File: src/rtl/retention_power_sequencer_if.sv
// Handshake bundle between power-management logic and the retention sequencer.
// Optional pwr_good/pwr_err signals exist only when RET_PWR_GOOD_EN is defined.
interface retention_power_sequencer_if;
  logic pd_req;
  logic wake_req;
  logic save;
  logic restore;
  logic clk_en;
  logic iso_en;
  logic pwr_en;
  logic busy;
  logic domain_off;
`ifdef RET_PWR_GOOD_EN
  logic pwr_good;
  logic pwr_err;

  modport master (
    output pd_req, wake_req, pwr_good,
    input  save, restore, clk_en, iso_en,
    input  pwr_en, busy, domain_off, pwr_err
  );

  modport slave (
    input  pd_req, wake_req, pwr_good,
    output save, restore, clk_en, iso_en,
    output pwr_en, busy, domain_off, pwr_err
  );
`else
  modport master (
    output pd_req, wake_req,
    input  save, restore, clk_en, iso_en,
    input  pwr_en, busy, domain_off
  );

  modport slave (
    input  pd_req, wake_req,
    output save, restore, clk_en, iso_en,
    output pwr_en, busy, domain_off
  );
`endif
endinterface

File: src/rtl/retention_power_sequencer.sv
// Power-down / wake-up sequencer for one retention domain.
// Define RET_PWR_GOOD_EN to gate power-switch settling on pwr_good.
module retention_power_sequencer #(
  parameter int ISO_DLY = 2,
  parameter int PWR_DLY = 4
) (
  input logic                           clk,
  input logic                           rst_n,
  retention_power_sequencer_if.slave    bus
);

  typedef enum logic [3:0] {
    ON, SAVE, CLK_OFF, ISO, PWR_DN,
    OFF, PWR_UP, CLK_ON, RESTORE, DEISO
  } state_t;

  typedef struct packed {
    logic save;
    logic restore;
    logic clk_en;
    logic iso_en;
    logic pwr_en;
    logic busy;
    logic domain_off;
  } out_t;

  localparam out_t OUT_ON = '{
    save: 1'b0, restore: 1'b0, clk_en: 1'b1,
    iso_en: 1'b0, pwr_en: 1'b1, busy: 1'b0,
    domain_off: 1'b0
  };

  localparam logic [7:0] ISO_LAST = 8'(ISO_DLY - 1);
  localparam logic [7:0] PWR_LAST = 8'(PWR_DLY - 1);

  state_t     state;
  state_t     state_d;
  logic [7:0] cnt;
  logic [7:0] cnt_d;
  out_t       out_q;
  out_t       out_d;
  logic       err_set;
  logic       err_q;

  // Count restarts on every state entry
  assign cnt_d = (state_d != state) ? 8'd0 : cnt + 8'd1;

  always_ff @(posedge clk or negedge rst_n) begin
    if (!rst_n) begin
      state <= ON;
      cnt   <= 8'd0;
      out_q <= OUT_ON;
      err_q <= 1'b0;
    end else begin
      state <= state_d;
      cnt   <= cnt_d;
      out_q <= out_d;
      if (err_set) err_q <= 1'b1;
    end
  end

  always_comb begin
    state_d = state;
    err_set = 1'b0;
    unique case (state)
      ON:      if (bus.pd_req) state_d = SAVE;
      SAVE:    state_d = CLK_OFF;
      CLK_OFF: state_d = ISO;
      ISO:     if (cnt == ISO_LAST) state_d = PWR_DN;
`ifdef RET_PWR_GOOD_EN
      PWR_DN: begin
        if (!bus.pwr_good) begin
          state_d = OFF;
        end else if (cnt == PWR_LAST) begin
          state_d = OFF;
          err_set = 1'b1;
        end
      end
      PWR_UP: begin
        if (bus.pwr_good) begin
          state_d = CLK_ON;
        end else if (cnt == PWR_LAST) begin
          state_d = CLK_ON;
          err_set = 1'b1;
        end
      end
`else
      PWR_DN:  if (cnt == PWR_LAST) state_d = OFF;
      PWR_UP:  if (cnt == PWR_LAST) state_d = CLK_ON;
`endif
      OFF:     if (bus.wake_req) state_d = PWR_UP;
      CLK_ON:  state_d = RESTORE;
      RESTORE: state_d = DEISO;
      DEISO:   if (cnt == ISO_LAST) state_d = ON;
      default: state_d = ON;
    endcase
  end

  // Decode the next state so outputs leave the flops aligned with it
  always_comb begin
    out_d = OUT_ON;
    unique case (state_d)
      ON: ;
      SAVE: begin
        out_d.save = 1'b1;
        out_d.busy = 1'b1;
      end
      CLK_OFF: begin
        out_d.clk_en = 1'b0;
        out_d.busy   = 1'b1;
      end
      ISO: begin
        out_d.clk_en = 1'b0;
        out_d.iso_en = 1'b1;
        out_d.busy   = 1'b1;
      end
      PWR_DN: begin
        out_d.clk_en = 1'b0;
        out_d.iso_en = 1'b1;
        out_d.pwr_en = 1'b0;
        out_d.busy   = 1'b1;
      end
      OFF: begin
        out_d.clk_en     = 1'b0;
        out_d.iso_en     = 1'b1;
        out_d.pwr_en     = 1'b0;
        out_d.domain_off = 1'b1;
      end
      PWR_UP: begin
        out_d.clk_en = 1'b0;
        out_d.iso_en = 1'b1;
        out_d.busy   = 1'b1;
      end
      CLK_ON: begin
        out_d.iso_en = 1'b1;
        out_d.busy   = 1'b1;
      end
      RESTORE: begin
        out_d.iso_en  = 1'b1;
        out_d.restore = 1'b1;
        out_d.busy    = 1'b1;
      end
      DEISO: begin
        out_d.iso_en = 1'b1;
        out_d.busy   = 1'b1;
      end
      default: out_d = OUT_ON;
    endcase
  end

  assign bus.save       = out_q.save;
  assign bus.restore    = out_q.restore;
  assign bus.clk_en     = out_q.clk_en;
  assign bus.iso_en     = out_q.iso_en;
  assign bus.pwr_en     = out_q.pwr_en;
  assign bus.busy       = out_q.busy;
  assign bus.domain_off = out_q.domain_off;

`ifdef RET_PWR_GOOD_EN
  assign bus.pwr_err = err_q;
`else
  logic unused_err;
  assign unused_err = err_q ^ err_set;
`endif

endmodule

File: src/flat_wrapper.sv
// flat-port wrapper written by rule: the top's interface ports become plain ports
module retention_power_sequencer_flat 
#(
  parameter int ISO_DLY = 2,
  parameter int PWR_DLY = 4
)
  (clk, rst_n, bus_pd_req, bus_wake_req, bus_save, bus_restore, bus_clk_en, bus_iso_en, bus_pwr_en, bus_busy, bus_domain_off);
  retention_power_sequencer_if bus_i ();
  input logic clk;
  input logic rst_n;
  input wire logic [$bits(bus_i.pd_req)-1:0] bus_pd_req;
  input wire logic [$bits(bus_i.wake_req)-1:0] bus_wake_req;
  output wire logic [$bits(bus_i.save)-1:0] bus_save;
  output wire logic [$bits(bus_i.restore)-1:0] bus_restore;
  output wire logic [$bits(bus_i.clk_en)-1:0] bus_clk_en;
  output wire logic [$bits(bus_i.iso_en)-1:0] bus_iso_en;
  output wire logic [$bits(bus_i.pwr_en)-1:0] bus_pwr_en;
  output wire logic [$bits(bus_i.busy)-1:0] bus_busy;
  output wire logic [$bits(bus_i.domain_off)-1:0] bus_domain_off;
  assign bus_i.pd_req = bus_pd_req;
  assign bus_i.wake_req = bus_wake_req;
  assign bus_save = bus_i.save;
  assign bus_restore = bus_i.restore;
  assign bus_clk_en = bus_i.clk_en;
  assign bus_iso_en = bus_i.iso_en;
  assign bus_pwr_en = bus_i.pwr_en;
  assign bus_busy = bus_i.busy;
  assign bus_domain_off = bus_i.domain_off;
  retention_power_sequencer #(.ISO_DLY(ISO_DLY), .PWR_DLY(PWR_DLY)) u_core (.clk(clk), .rst_n(rst_n), .bus(bus_i));
endmodule
File: config.mk
export PLATFORM = sky130hd
export DESIGN_NAME = retention_power_sequencer_flat
export DESIGN_NICKNAME = d
export VERILOG_FILES = /design/src/rtl/retention_power_sequencer_if.sv /design/src/rtl/retention_power_sequencer.sv /design/src/flat_wrapper.sv
export SDC_FILE = /design/constraint.sdc
export NUM_CORES = 1
export LEC_CHECK = 0
export BUFFER_PORTS_ARGS = -buffer_cell sky130_fd_sc_hd__buf_2
export CORE_MARGIN = 5
export CORE_UTILIZATION = 55
export CTS_CLUSTER_SIZE = 40
export DETAILED_ROUTE_END_ITERATION = 8
export MAX_ROUTING_LAYER = met4
export PLACE_DENSITY_LB_ADDON = 0.2
export SETUP_SLACK_MARGIN = 0.05
export SLEW_MARGIN = 20
export SYNTH_ARGS = -nofsm -noshare
export SYNTH_HDL_FRONTEND = slang
export SYNTH_SLANG_ARGS = --single-unit
File: constraint.sdc
create_clock -name clk -period 2.75 [get_ports clk]
set_input_delay 0.1375 -clock clk [delete_from_list [all_inputs] [get_ports clk]]
set_output_delay 0.1375 -clock clk [all_outputs]
set_load 0.1 [all_outputs]
==> flow_metrics.tcl <==
set metrics [dict create \
    ys_warn_count 0 \
    ioPinCount 11 \
    critPathMaxFanout 8 \
    skew_ps 10.2 \
    ys_async_sr_fraction_pct 100 \
    syn_area_per_cell_um2 10.5 \
    reg2reg_setup_slack_ps 880 \
    synth_xor_area_share_pct 6.14 \
    powerDensity_mw_per_mm2 1240 \
    endpoint_kind "flip-flop" \
    drtIter0Drc 12 \
    worstSkewPairLatency_ps 300 \
    hpwl_um 1380 \
    yosysSeqAreaShare_pct 47.9 \
    maxSlewViolCount 0 \
    grt_max_degree 20 \
    path_clk_slew_ps 110 \
    synth-edff-count 0 \
    crit_start "u_core.cnt[5]" \
    fmax_ghz 0.535 \
    cp.arrival_ps 2030 \
    viasPerCell 5.44 \
    grt_pass1_wl_um 3150 \
    p_leak_uw 0.000482 \
    routedWlPerCell_um 14.1 \
    syn-num-nets 101 \
    overflow 0 \
    area_delta_synth_final_pct 10.1 \
    fp.dieArea_mm2 0.00277 \
    clock_sinks 19 \
    drive_gt1_share_pct 24.3 \
    wirelength_um 1860 \
    antenna_found_initial 0 \
    cap_violations 0 \
    first_global_vias 694 \
    synthMuxAreaShare_pct 0 \
    worstSetupPathType "flip-flop to flip-flop" \
    hold_viol 0 \
    setup_viol 0 \
    hp-start "bus_pd_req" \
    r2r_start "u_core.cnt[5]" \
    vdd_drop_max_uv 882 \
    synth_compound_area_share_pct 14.9 \
    core_mm2 0.00173 \
    clk_path_buf_depth 2 \
    post-route-min-period_ps 1870 \
    reg2reg_depth 4 \
    slew_headroom_pct 61.1 \
    syn_area_um2 998 \
    num_vias 718 \
    die_y_um 52.6 \
    cts.repair.resized 0 \
    status "finished, final reports clean" \
    portBuffers 10 \
    nets 114 \
    fin_cells 132 \
    cts_made_buffers 3 \
    synth.distinct_cells 34 \
    worstReg2RegEnd "u_core.cnt[3]" \
    root_buffer "clkbuf_4" \
    post_cts.repair.setup_buffers 0 \
    dp_cells 127 \
    antennaDiodeCount 0 \
    chipWidth_um 52.6 \
    crit_required_ps 2910 \
    hold_buffers 1 \
    tightest_slew_ps 583 \
    first_pass_iters 4 \
    hp-class "input port to flip-flop" \
    critPathLaunchType "flip-flop" \
    ys.flop_type "dfrtp_1" \
    rsz0062_at_grt "no" \
    finalSetupTns_ps 0 \
    final.period_utilization_pct 67.9 \
    synthSimpleGateAreaFrac_pct 24.6 \
    initial_core_util_pct 57.8 \
    synthCells 95 \
    ant_nets 0 \
    tritoncts "done" \
    whs_path_depth 3 \
    htree_levels 1 \
    finalWeightedCongestion 0.876 \
    drc 0 \
    min_to "u_core.bus.save" \
    track_usage_pct 16.1 \
    yosys_register_bits 19 \
    synth_fa_ha_area_share_pct 2.51 \
    num_rows 15 \
    synth_top_family_by_area "simple AND/OR/NAND/NOR gates" \
]
## worst max-delay path by stage
stage / endpoint / slack (ps) / cells after the start
floorplan: u_core.bus.busy / 1160 / 5
global placement: u_core.cnt[1] / 980 / 4
detailed placement: u_core.cnt[3] / 900 / 4
CTS: u_core.cnt[3] / 870 / 4
global route: u_core.cnt[2] / 730 / 6
finish: u_core.cnt[3] / 880 / 4
## worst max-delay path, stage by stage, from the launching register on
cell	delay, ps
dfrtp_1	470
nor4_4	470
nand3_1	220
a31oi_2	430
nor3_1	140
## flip-flops by register name, summed over array words and instances, names as in the netlist
signal and cells:
u_core.state 4, u_core.bus.restore 1, u_core.bus.save 1, u_core.bus.iso_en 1
u_core.bus.domain_off 1, u_core.bus.busy 1, u_core.bus.clk_en 1, u_core.bus.pwr_en 1
u_core.cnt 8
## synthesized netlist by cell type, drive strengths merged (2+ instances only)
master / number / area (um2)
xnor2: 5 / 43.8
nor3b: 2 / 20.0
a211oi: 4 / 30.0
inv: 6 / 22.5
ha: 2 / 25.0
nor2: 4 / 15.0
or2: 2 / 12.5
nand3: 4 / 20.0
o21ai: 6 / 33.8
and2: 2 / 12.5
nand2b: 3 / 18.8
nor3: 9 / 45.0
dfrtp: 17 / 425
dfstp: 2 / 52.6
nand2: 6 / 22.5
xor2: 2 / 17.5
buf: 3 / 17.5
a32oi: 2 / 17.5
and2b: 2 / 15.0
## cell type report
type / instances / area (um2)
repair buffers: 11 / 60.1
fillers: 145 / 627
clock buffers: 3 / 22.5
clock inverters: 1 / 5.00
flip-flops and latches: 19 / 478
multi-input cells: 67 / 480
well taps: 25 / 31.3
inverters: 6 / 22.5
## placed cells by master (no fill, tap or decap), types with 2 or more instances in the layout
cell type,count
a32oi_1,2
and2_1,2
clkbuf_4,3
xnor2_1,5
nand2b_1,3
ha_1,2
buf_2,10
dfrtp_1,17
or2_2,2
inv_1,6
and2b_1,2
nand3_1,4
a211oi_1,4
nor2_1,4
xor2_1,2
nor3_1,9
dfstp_2,2
nand2_1,6
o21ai_0,5
## power by group
| part | internal, uW | switching [uW] |
|---|---|---|
| sequential | 369 | 102 |
| clock | 54.1 | 85.8 |
| combinational | 219 | 531 |
| total | 642 | 719 |
## logic make-up after synthesis
logic type	after synthesis
buffers and inverters	9
AO/OA/AOI/OAI	18
flip-flops	19
AND/OR/NAND/NOR	40
XOR/XNOR	7
adder cells (fa/ha/maj)	2
## metal layers
metal / wire, um / vias to the layer above / global-route usage, %
met1: 893 / 333 / 22.1
met2: 860 / 19 / 24.4
met5: 0 / - / -
met3: 104 / 0 / 2.56
li1: - / 366 / -
met4: 0 / 0 / 5.11
## per-stage QoR
step           hold WS (ps)  utilization [%]  total power (uW)  setup slack [ps]  instance area (um2)
6_report                260             63.7              1360               882                 1100
2_1_floorplan          -158                -              1100              1160                  998
5_1_grt                 269             63.7              1450               733                 1100
3_5_place_dp           91.2             61.5              1220               898                 1060
4_1_cts                 259             63.7              1370               874                 1100
3_3_place_gp           84.9             61.5              1200               976                 1060
Note: power is estimated with default switching activity, not from simulation.
